--- src/rtl/onehot_grant_decoder_if.sv ---
// Handshake bundle between the encoder side and onehot_grant_decoder.
// Optional out_ack line exists only when DEC_ACK_EN is defined.
interface onehot_grant_decoder_if #(
   parameter int N_OUT = 8,
   parameter int IDX_W = 3
);
   logic             in_valid;
   logic [IDX_W-1:0] in_idx;
   logic             in_ready;
   logic [N_OUT-1:0] out_onehot;
   logic             out_valid;
   logic             busy;
   logic             idx_err;
`ifdef DEC_ACK_EN
   logic             out_ack;

   modport master (
      output in_valid, in_idx, out_ack,
      input  in_ready, out_onehot, out_valid,
      input  busy, idx_err
   );
   modport slave (
      input  in_valid, in_idx, out_ack,
      output in_ready, out_onehot, out_valid,
      output busy, idx_err
   );
`else
   modport master (
      output in_valid, in_idx,
      input  in_ready, out_onehot, out_valid,
      input  busy, idx_err
   );
   modport slave (
      input  in_valid, in_idx,
      output in_ready, out_onehot, out_valid,
      output busy, idx_err
   );
`endif
endinterface

--- src/rtl/onehot_grant_decoder.sv ---
// Index-to-one-hot grant expander with fixed hold and idle gap.
// Define DEC_ACK_EN to let out_ack end a hold early.
module onehot_grant_decoder #(
   parameter int N_OUT       = 8,
   parameter int IDX_W       = 3,
   parameter int HOLD_CYCLES = 4,
   parameter int GAP_CYCLES  = 1
) (
   input  logic clk,
   input  logic rst,
   onehot_grant_decoder_if.slave bus
);
   localparam int MAXC =
      (HOLD_CYCLES > GAP_CYCLES) ?
      ((HOLD_CYCLES > 2) ? HOLD_CYCLES : 2) :
      ((GAP_CYCLES > 2) ? GAP_CYCLES : 2);
   localparam int CW = $clog2(MAXC);
   localparam logic [CW-1:0] HOLD_LD =
      CW'(HOLD_CYCLES - 1);
   localparam logic [CW-1:0] GAP_LD =
      CW'((GAP_CYCLES > 0) ? GAP_CYCLES - 1 : 0);
   localparam logic [IDX_W:0] N_LIM =
      (IDX_W + 1)'(N_OUT);

   typedef enum logic [1:0] {
      IDLE = 2'd0,
      HOLD = 2'd1,
      GAP  = 2'd2
   } state_t;

   state_t           state_q;
   logic [CW-1:0]    cnt_q;
   logic [N_OUT-1:0] onehot_q;
   logic [N_OUT-1:0] onehot_d;
   logic             valid_q;
   logic             busy_q;
   logic             err_q;
   logic             idx_ok;
   logic             hold_end;

   always_comb begin
      onehot_d = '0;
      for (int i = 0; i < N_OUT; i++)
         onehot_d[i] = (bus.in_idx == IDX_W'(i));
   end

   assign idx_ok = {1'b0, bus.in_idx} < N_LIM;

`ifdef DEC_ACK_EN
   assign hold_end = (cnt_q == '0) || bus.out_ack;
`else
   assign hold_end = (cnt_q == '0);
`endif

   always_ff @(posedge clk) begin
      if (rst) begin
         state_q  <= IDLE;
         cnt_q    <= '0;
         onehot_q <= '0;
         valid_q  <= 1'b0;
         busy_q   <= 1'b0;
         err_q    <= 1'b0;
      end else begin
         err_q <= 1'b0;
         unique case (state_q)
            IDLE: begin
               if (bus.in_valid) begin
                  if (idx_ok) begin
                     onehot_q <= onehot_d;
                     valid_q  <= 1'b1;
                     busy_q   <= 1'b1;
                     cnt_q    <= HOLD_LD;
                     state_q  <= HOLD;
                  end else begin
                     err_q <= 1'b1;
                  end
               end
            end
            HOLD: begin
               if (hold_end) begin
                  onehot_q <= '0;
                  valid_q  <= 1'b0;
                  if (GAP_CYCLES == 0) begin
                     busy_q  <= 1'b0;
                     cnt_q   <= '0;
                     state_q <= IDLE;
                  end else begin
                     cnt_q   <= GAP_LD;
                     state_q <= GAP;
                  end
               end else begin
                  cnt_q <= cnt_q - 1'b1;
               end
            end
            GAP: begin
               if (cnt_q == '0) begin
                  busy_q  <= 1'b0;
                  state_q <= IDLE;
               end else begin
                  cnt_q <= cnt_q - 1'b1;
               end
            end
            default: begin
               state_q  <= IDLE;
               cnt_q    <= '0;
               onehot_q <= '0;
               valid_q  <= 1'b0;
               busy_q   <= 1'b0;
            end
         endcase
      end
   end

   assign bus.in_ready   = (state_q == IDLE);
   assign bus.out_onehot = onehot_q;
   assign bus.out_valid  = valid_q;
   assign bus.busy       = busy_q;
   assign bus.idx_err    = err_q;
endmodule

--- src/flat_wrapper.sv ---
// flat-port wrapper written by rule: the top's interface ports become plain ports
module onehot_grant_decoder_flat 
#(
   parameter int N_OUT       = 8,
   parameter int IDX_W       = 3,
   parameter int HOLD_CYCLES = 4,
   parameter int GAP_CYCLES  = 1
)
  (clk, rst, bus_in_valid, bus_in_idx, bus_in_ready, bus_out_onehot, bus_out_valid, bus_busy, bus_idx_err);
  onehot_grant_decoder_if #(.N_OUT(N_OUT), .IDX_W(IDX_W)) bus_i ();
  input  logic clk;
  input  logic rst;
  input wire logic [$bits(bus_i.in_valid)-1:0] bus_in_valid;
  input wire logic [$bits(bus_i.in_idx)-1:0] bus_in_idx;
  output wire logic [$bits(bus_i.in_ready)-1:0] bus_in_ready;
  output wire logic [$bits(bus_i.out_onehot)-1:0] bus_out_onehot;
  output wire logic [$bits(bus_i.out_valid)-1:0] bus_out_valid;
  output wire logic [$bits(bus_i.busy)-1:0] bus_busy;
  output wire logic [$bits(bus_i.idx_err)-1:0] bus_idx_err;
  assign bus_i.in_valid = bus_in_valid;
  assign bus_i.in_idx = bus_in_idx;
  assign bus_in_ready = bus_i.in_ready;
  assign bus_out_onehot = bus_i.out_onehot;
  assign bus_out_valid = bus_i.out_valid;
  assign bus_busy = bus_i.busy;
  assign bus_idx_err = bus_i.idx_err;
  onehot_grant_decoder #(.N_OUT(N_OUT), .IDX_W(IDX_W), .HOLD_CYCLES(HOLD_CYCLES), .GAP_CYCLES(GAP_CYCLES)) u_core (.clk(clk), .rst(rst), .bus(bus_i));
endmodule
--- config.mk ---
export PLATFORM = sky130hd
export DESIGN_NAME = onehot_grant_decoder_flat
export DESIGN_NICKNAME = d
export VERILOG_FILES = /design/src/rtl/onehot_grant_decoder_if.sv /design/src/rtl/onehot_grant_decoder.sv /design/src/flat_wrapper.sv
export SDC_FILE = /design/constraint.sdc
export NUM_CORES = 1
export LEC_CHECK = 0
export CAP_MARGIN = 20
export CORE_MARGIN = 4
export CORE_UTILIZATION = 50
export CTS_CLUSTER_SIZE = 30
export DETAILED_ROUTE_END_ITERATION = 10
export PLACE_DENSITY = 0.83
export SLEW_MARGIN = 20
export SYNTH_ARGS = -nofsm -noshare
export SYNTH_HDL_FRONTEND = slang
export SYNTH_SLANG_ARGS = --single-unit
--- constraint.sdc ---
create_clock -name clk -period 1.95 [get_ports clk]
set_input_delay 0.39 -clock clk [delete_from_list [all_inputs] [get_ports clk]]
set_output_delay 0.39 -clock clk [all_outputs]
set_load 0.1 [all_outputs]
==> results_dict.tcl, run 1 <==
set metrics [dict create \
    grt_pass1_wl_um 2080 \
    row_count 13 \
    start_util_pct 53.8 \
    setup_viol 0 \
    die_height_um 45.9 \
    rsz0062_at_grt "false" \
    route.detailed.drc 0 \
    drtPass1Iterations 4 \
    detail-route-antenna-nets 0 \
    power.leakage_nw 0.369 \
    worstPathCellList "nor2_4 -> buf_12" \
    fmax_mhz 610 \
    reg2reg_to "u_core.bus.out_onehot[0]" \
    worstSetupPathType "register to output pin" \
    power.density_nw_per_um2 879 \
    drive_gt1_share_pct 24.1 \
    min_path_type "register to register" \
    max_stage_delay_ns 0.70 \
    grt_max_degree 15 \
    routedWlPerCell_um 13.1 \
    switching_share_pct 38.8 \
    synth_top_area_share_pct 39.0 \
    io_buffers 16 \
    cts_buffers 3 \
    cts.sinks 14 \
    num_vias 565 \
    final_nets 98 \
    maxSlewViolCount 0 \
    cp_slowest_cell "dfxtp_1" \
    r2r-start "u_core.cnt_q[0]" \
    p_total_mw 0.763 \
    finalHoldViolations 0 \
    cts_max_level 1 \
    ff2ff_setup_slack_ns 0.43 \
    rr_worst_depth 5 \
    crit_family "flip-flops" \
    antenna_found_initial 0 \
    ys_types 30 \
    synth_nets 80 \
    vias_per_cell 5.54 \
    synth-warning-count 0 \
    insertion_delay_ns 0.28 \
    syn-cell-area_um2 718 \
    cts_tree "built" \
    avgSynthCellArea_um2 10.1 \
    grt_pass1_vias 487 \
    worst-path-max-fanout 14 \
    gp_congestion 0.710 \
    power.share.clock_pct 21.6 \
    clock_path_buffers 2 \
    routed_wl_um 1340 \
    required_ns 1.56 \
    synth_seq_area_share_pct 39.0 \
    cp-end-kind "output pin" \
    combPwrFrac_pct 34.3 \
    synthCells 71 \
    hold_buffers 0 \
    grtUsageTotal_pct 14.4 \
    status "completed" \
    post_cts_buffers 0 \
    drtIter0Drc 19 \
    min_period_ns 1.64 \
    finalClockSkew_ns 0.00830 \
    cp-start-kind "register" \
    max_slew_margin_pct 60.7 \
    critPathBufInv 1 \
    tightest_slew_ns 0.588 \
    synth_area_leaders "dfxtp_1 39%, a32o_1 5.6%, ha_1 5.2%, a22o_1 4.9%, nand2b_1 4.4%" \
    dieWidth_um 45.9 \
    path_clk_slew_ns 0.09 \
    final.period_utilization_pct 84.0 \
    critical_path_arrival_ns 1.25 \
    die_area_um2 2110 \
    fin_setup_tns_ns 0 \
    p_switching_mw 0.296 \
    overflow 0 \
    area_growth_pct 20.9 \
    cts.repair.resized 0 \
    dp_hpwl_um 1010 \
    num_antenna_cells 0 \
    peakVddDrop_v 0.000413 \
    cts-root-buf "clkbuf_4" \
    worstSetupStartpoint "u_core.state_q[0]" \
    sequentialPowerShare_pct 44.0 \
    num_io_pins 18 \
    ys_ff_latch 14 \
    maxCapViolations 0 \
    p_int_mw 0.467 \
    layout_commonest_cell "dfxtp_1" \
    coreArea_um2 1330 \
    critical_path.endpoint "bus_in_ready" \
    synth_top_cell_by_area "dfxtp_1" \
    most-common-layout-cells "14 x dfxtp_1, 11 x buf_4, 5 x nand2b_1, 5 x clkdlybuf4s50_1" \
    crit_cells 2 \
]
## cell usage after synthesis (all sizes together)
library cell	instances
a211o	1
a21o	2
a21oi	6
a221o	1
a22o	4
a32o	4
and2	1
buf	4
conb	1
dfxtp	14
ha	3
inv	4
nand2	3
nand2b	5
nand3b	1
nor2	5
nor2b	4
nor3	2
nor4	1
nor4b	1
o21ai	1
o32ai	1
or2	1
xor2	1
## flip-flops by register name, summed over array words and instances, names as in the netlist
name	count
u_core.bus.busy	1
u_core.bus.out_valid	1
u_core.cnt_q	2
u_core.state_q	2
u_core.bus.out_onehot	8
## stage by stage
stage	cell area, um^2	std cells	worst slack, ns	hold slack [ns]	util [%]
2_1_floorplan	718	71	0.541	0.545	-
4_1_cts	868	102	0.285	0.484	65.1
3_3_place_gp	846	99	0.240	0.462	63.4
6_report	868	102	0.312	0.481	65.1
5_1_grt	868	102	0.216	0.504	65.1
3_5_place_dp	846	99	0.212	0.461	63.4
## power groups by stage
stage	clock (mW)	sequential, mW	combinational, mW
after floorplan	0	0.403	0.151
after global placement	0	0.343	0.259
after detailed placement	0	0.343	0.263
after CTS	0.176	0.337	0.264
after global routing	0.189	0.341	0.280
final	0.165	0.336	0.262
## worst reg2reg max path: cells and delay by family, from the launching register on
kind	cells	cell delay, ns
compound gates	2	0.46
simple gates	1	0.22
fa+ha+maj	1	0.29
buf+inv	1	0.08
flops	1	0.41
## logic make-up after synthesis
kind of cell             share of synthesized area [%]
flip-flops                                        39.0
other                                            0.522
AND/OR/NAND/NOR                                   20.9
adder cells (fa/ha/maj)                           5.23
XOR/XNOR                                          1.22
buffers and inverters                             8.19
AO/OA/AOI/OAI                                     24.9
## worst min-delay path by stage
stage | start | end | slack, ns | depth (start not counted)
after floorplan | bus_in_idx[1] | u_core.bus.out_onehot[2] | 0.54 | 1
after global placement | u_core.bus.busy | u_core.bus.busy | 0.46 | 2
after detailed placement | u_core.bus.out_onehot[5] | u_core.bus.out_onehot[5] | 0.46 | 1
after CTS | u_core.bus.out_onehot[5] | u_core.bus.out_onehot[5] | 0.48 | 1
after global routing | u_core.bus.out_onehot[1] | u_core.bus.out_onehot[1] | 0.50 | 1
final | u_core.bus.out_onehot[6] | u_core.bus.out_onehot[6] | 0.48 | 1
## metal layers
layer	part of all wire [%]	track usage (%)
met1	47	18.8
met4	1.9	10.2
met3	5.8	5.93
met2	45	18.7
met5	0	0
## cell type report
cell class,count,area (um^2)
Sequential cell,14,280
Multi-Input combinational cell,49,379
Timing Repair Buffer,17,153
Inverter,4,15.0
Clock buffer,3,22.5
Fill cell,121,465
Tap cell,15,18.8
Power figures use the tool's default switching activity.
==> run 2, diff against run 1 <==
CORE_UTILIZATION = 42   (was 50)
PLACE_DENSITY = 0.75   (was 0.83)
clock period = 1.4 ns   (was 1.95 ns; I/O delays follow)
==> results_dict.tcl, run 2 (synthesized netlist as in run 1, its figures left out) <==
set metrics [dict create \
    status "completed" \
    grt_max_degree 15 \
    stdcell_count 112 \
    route.detailed.drc 0 \
    final_nets 106 \
    min_path_cells 2 \
    finalHoldViolations 0 \
    dp_hpwl_um 1260 \
    fin_ws_ns 0.0709 \
    post_cts_buffers 0 \
    num_vias 616 \
    routedWlPerCell_um 13.9 \
    maxSlewViolCount 0 \
    worst-path-max-fanout 14 \
    vias_per_cell 5.50 \
    rsz0062_at_grt "false" \
    die_height_um 49.4 \
    detail-route-antenna-nets 0 \
    io_buffers 16 \
    path_clk_slew_ns 0.09 \
    clock_path_buffers 2 \
    most-common-layout-cells "11 x buf_12, 11 x dfxtp_1, 9 x buf_4" \
    cts.repair.resized 0 \
    critical_path_arrival_ns 1.05 \
    fin_util_pct 69.4 \
    gp_congestion 0.752 \
    drive_gt1_share_pct 35.4 \
    fin_setup_tns_ns 0 \
    routed_wl_um 1560 \
    die_area_um2 2440 \
    insertion_delay_ns 0.28 \
    maxCapViolations 0 \
    num_io_pins 18 \
    fmax_mhz 752 \
    cp-start-kind "register" \
    grtUsageTotal_pct 14.2 \
    drtIter0Drc 23 \
    area_growth_pct 50.7 \
    power.leakage_nw 0.453 \
    grt_pass1_vias 613 \
    required_ns 1.12 \
    rr_worst_depth 5 \
    worstSetupPathType "register to output pin" \
    pre_cts_ws_ns -0.181 \
    placed_cells 108 \
    finalClockSkew_ns 0.00104 \
    cts_tree "built" \
    largest_reg_flops 8 \
    dieWidth_um 49.4 \
    overflow 0 \
    final.period_utilization_pct 94.9 \
    cts_max_level 1 \
    cts-root-buf "clkbuf_4" \
    p_total_mw 1.22 \
    coreArea_um2 1560 \
    num_antenna_cells 0 \
    start_util_pct 46.1 \
    grt_pass1_wl_um 2790 \
    hold_buffers 0 \
    power.density_nw_per_um2 1130 \
    row_count 14 \
    drtPass1Iterations 4 \
    setup_viol 0 \
    peakVddDrop_v 0.000776 \
    cts_buffers 3 \
    min_period_ns 1.33 \
    antenna_found_initial 0 \
    cp-end-kind "output pin" \
    cts.sinks 14 \
    min_path_type "register to register" \
]
run 2: final timing paths:
| kind | start | end | slack (ns) |
|---|---|---|---|
| setup / recovery | u_core.state_q[0] | bus_in_ready | 0.07 |
| hold / removal | u_core.bus.out_valid | u_core.bus.out_valid | 0.50 |
| setup reg to reg | u_core.cnt_q[0] | u_core.bus.out_onehot[1] | 0.11 |
| hold reg to reg | u_core.bus.out_valid | u_core.bus.out_valid | 0.50 |
run 2: stage by stage:
step | hold WS [ns] | cell area [um^2]
final | 0.504 | 1080
after global routing | 0.531 | 1080
after CTS | 0.512 | 1070
after detailed placement | 0.496 | 1030
after global placement | 0.491 | 1030
after floorplan | 0.435 | 721
run 2: critical path, stage by stage, from the launching register on:
cell and delay (ns):
dfxtp_4 0.42, nor2_4 0.16, buf_12 0.18
run 2: routing by layer:
| layer | track usage (%) | wire length (um) | part of all wire [%] |
|---|---|---|---|
| met5 | 0 | 0 | 0 |
| met2 | 21.4 | 741 | 48 |
| met3 | 3.36 | 84 | 5.4 |
| met1 | 19.7 | 702 | 45 |
| met4 | 4.74 | 28 | 1.8 |
run 2: layout make-up:
| class | instances | area [um^2] |
|---|---|---|
| fill | 121 | 477 |
| multi-input combinational | 49 | 387 |
| timing repair buffer | 25 | 338 |
| sequential | 14 | 287 |
| clock buffer | 4 | 36.3 |
| tap | 16 | 20.0 |
| inverter | 4 | 15.0 |
run 2: power by group:
| part | total [mW] | internal [mW] | switching [mW] |
|---|---|---|---|
| logic | 0.451 | 0.191 | 0.260 |
| registers | 0.472 | 0.428 | 0.0438 |
| clock network | 0.299 | 0.158 | 0.141 |
==> run 3, diff against run 2 <==
--- a/config.mk
+++ b/config.mk
@@ -8,8 +8,9 @@
 export CAP_MARGIN = 20
 export CORE_MARGIN = 4
-export CORE_UTILIZATION = 42
+export CORE_UTILIZATION = 52
 export CTS_CLUSTER_SIZE = 30
 export DETAILED_ROUTE_END_ITERATION = 10
-export PLACE_DENSITY = 0.75
+export DONT_BUFFER_PORTS = 1
+export PLACE_DENSITY = 0.72
 export SLEW_MARGIN = 20
 export SYNTH_ARGS = -nofsm -noshare
==> constraint.sdc (replaced) <==
create_clock -name clk -period 1.4 [get_ports clk]
set_input_delay 0.21 -clock clk [delete_from_list [all_inputs] [get_ports clk]]
set_output_delay 0.21 -clock clk [all_outputs]
set_load 0.01 [all_outputs]
==> results_dict.tcl, run 3 (synthesized netlist as in run 1, its figures left out) <==
set metrics [dict create \
    status "completed" \
    routed_wl_um 1310 \
    vias_per_cell 5.59 \
    critical_path_arrival_ns 1.46 \
    largest_reg_flops 8 \
    io_buffers 0 \
    route.detailed.drc 0 \
    rsz0062_at_grt "false" \
    postLayoutCellArea_um2 786 \
    pre_cts_ws_ns 0.110 \
    num_io_pins 18 \
    final_nets 88 \
    switching_share_pct 28.2 \
    dpl_cell_area_um2 738 \
    cp-start-kind "register" \
    num_antenna_cells 0 \
    path_clk_slew_ns 0.09 \
    drive_gt1_share_pct 21.8 \
    layout_commonest_cell "dfxtp_1" \
    cts_tree "built" \
    crit_cells 6 \
    p_int_mw 0.690 \
    coreArea_um2 1300 \
    peakVddDrop_v 0.000858 \
    worst-path-max-fanout 6 \
    grtUsageTotal_pct 15.1 \
    whs_endpoint "u_core.bus.out_onehot[3]" \
    min_path_type "input port to register" \
    fin_ws_ns 0.118 \
    detail-route-antenna-nets 0 \
    worstSetupPathType "register to register" \
    cts-root-buf "clkbuf_4" \
    power.share.clock_pct 30.2 \
    cp-end-kind "register" \
    most-common-layout-cells "13 x dfxtp_1, 6 x buf_4, 5 x nand2b_1" \
    worstPathCellList "inv_1 -> ha_1 -> buf_4 -> and2_1 -> o21ai_0 -> a21oi_2" \
    drtIter0Drc 4 \
    grt_pass1_wl_um 2210 \
    ff2ff_setup_slack_ns 0.12 \
    insertion_delay_ns 0.29 \
    num_vias 520 \
    area_growth_pct 9.41 \
    grt_max_degree 12 \
    hp-start "bus_in_idx[1]" \
    die_height_um 45.2 \
    power.leakage_nw 0.324 \
    nFillCells 131 \
    reg2reg_to "u_core.cnt_q[1]" \
    dp_hpwl_um 1010 \
    cp_slowest_cell "dfxtp_1" \
    row_count 13 \
    drtPass1Iterations 4 \
    fin_setup_tns_ns 0 \
    sequentialPowerShare_pct 47.8 \
    seqCellArea_um2 282 \
    r2r-start "u_core.cnt_q[0]" \
    dieWidth_um 45.2 \
    overflow 0 \
    crit_family "flip-flops" \
    min_period_ns 1.28 \
    fin_util_pct 60.4 \
    antenna_found_initial 0 \
    routedWlPerCell_um 14.1 \
    finalClockSkew_ns 0.00682 \
    setup_viol 0 \
    max_stage_delay_ns 0.35 \
    cts.sinks 14 \
    finalHoldViolations 0 \
    maxSlewViolCount 0 \
    clock_path_buffers 2 \
    min_path_cells 1 \
    start_util_pct 55.2 \
    critPathBufInv 2 \
    power.density_nw_per_um2 1220 \
    maxCapViolations 0 \
    post_cts_buffers 0 \
    fmax_mhz 780 \
    final.period_utilization_pct 91.6 \
    rr_worst_depth 6 \
    cts_max_level 1 \
    cts_buffers 3 \
    grt_pass1_vias 503 \
    combPwrFrac_pct 22.0 \
    die_area_um2 2040 \
    gp_congestion 0.805 \
    required_ns 1.58 \
    p_switching_mw 0.270 \
    multi_input_area_um2 379 \
]
==> run 3: cell types whose count changed in the layout (fill, tap and decap cells not counted), sizes merged <==
cell / change
buf: -14
dlygate4sd3: +1
clkdlybuf4s50: -5
==> run 3: worst reg2reg max path: cells and delay by family, from the launching register on <==
kind / cells / cell delay (ns)
compound gates: 2 / 0.27
fa+ha+maj: 1 / 0.20
buf+inv: 2 / 0.22
flops: 1 / 0.35
simple gates: 1 / 0.14
==> run 3: final cells by class <==
cell class              instances  share of cell area, %
multi-input cells              49                   48.2
well taps                      15                   2.39
repair buffers                  7                   7.01
inverters                       4                   1.91
clock buffers                   4                   4.62
flip-flops and latches         14                   35.8
==> run 3: repair_timing <==
action,CTS,global route
hold buffers,1,0
endpoints found under the setup margin,0,4
resized for setup,0,1
hold endpoints to repair,4,0
==> run 3: layer usage <==
metal	up-vias	share of wire [%]	GRT usage, %
met4	0	1.8	4.68
met3	7	9.5	10.4
li1	264	-	-
met5	-	0	0
met2	15	47	23.4
met1	234	41	16.5
==> run 3: metrics by stage <==
| stage | hold WS (ns) | total power [mW] | cells |
|---|---|---|---|
| 2_1_floorplan | 0.364 | 0.635 | 71 |
| 3_3_place_gp | 0.274 | 0.670 | 88 |
| 3_5_place_dp | 0.275 | 0.676 | 88 |
| 4_1_cts | 0.0687 | 0.969 | 93 |
| 5_1_grt | 0.0593 | 1.02 | 93 |
| 6_report | 0.0723 | 0.960 | 93 |
==> run 3: how the worst max path moves through the flow <==
stage	end	slack, ns	start
after floorplan	u_core.bus.out_onehot[4]	0.07	u_core.cnt_q[0]
after global placement	u_core.cnt_q[0]	0.14	u_core.state_q[1]
after detailed placement	u_core.bus.out_onehot[4]	0.11	u_core.cnt_q[0]
after CTS	u_core.bus.out_onehot[4]	0.1	u_core.cnt_q[0]
after global routing	u_core.bus.out_onehot[0]	0.007	u_core.cnt_q[0]
final	u_core.cnt_q[1]	0.12	u_core.cnt_q[0]
==> run 3: power by group through the flow <==
stage / combinational [mW] / sequential (mW) / clock [mW]
after floorplan: 0.169 / 0.467 / 0
after global placement: 0.203 / 0.467 / 0
after detailed placement: 0.207 / 0.469 / 0
after CTS: 0.213 / 0.459 / 0.297
after global routing: 0.238 / 0.465 / 0.318
final: 0.211 / 0.459 / 0.290
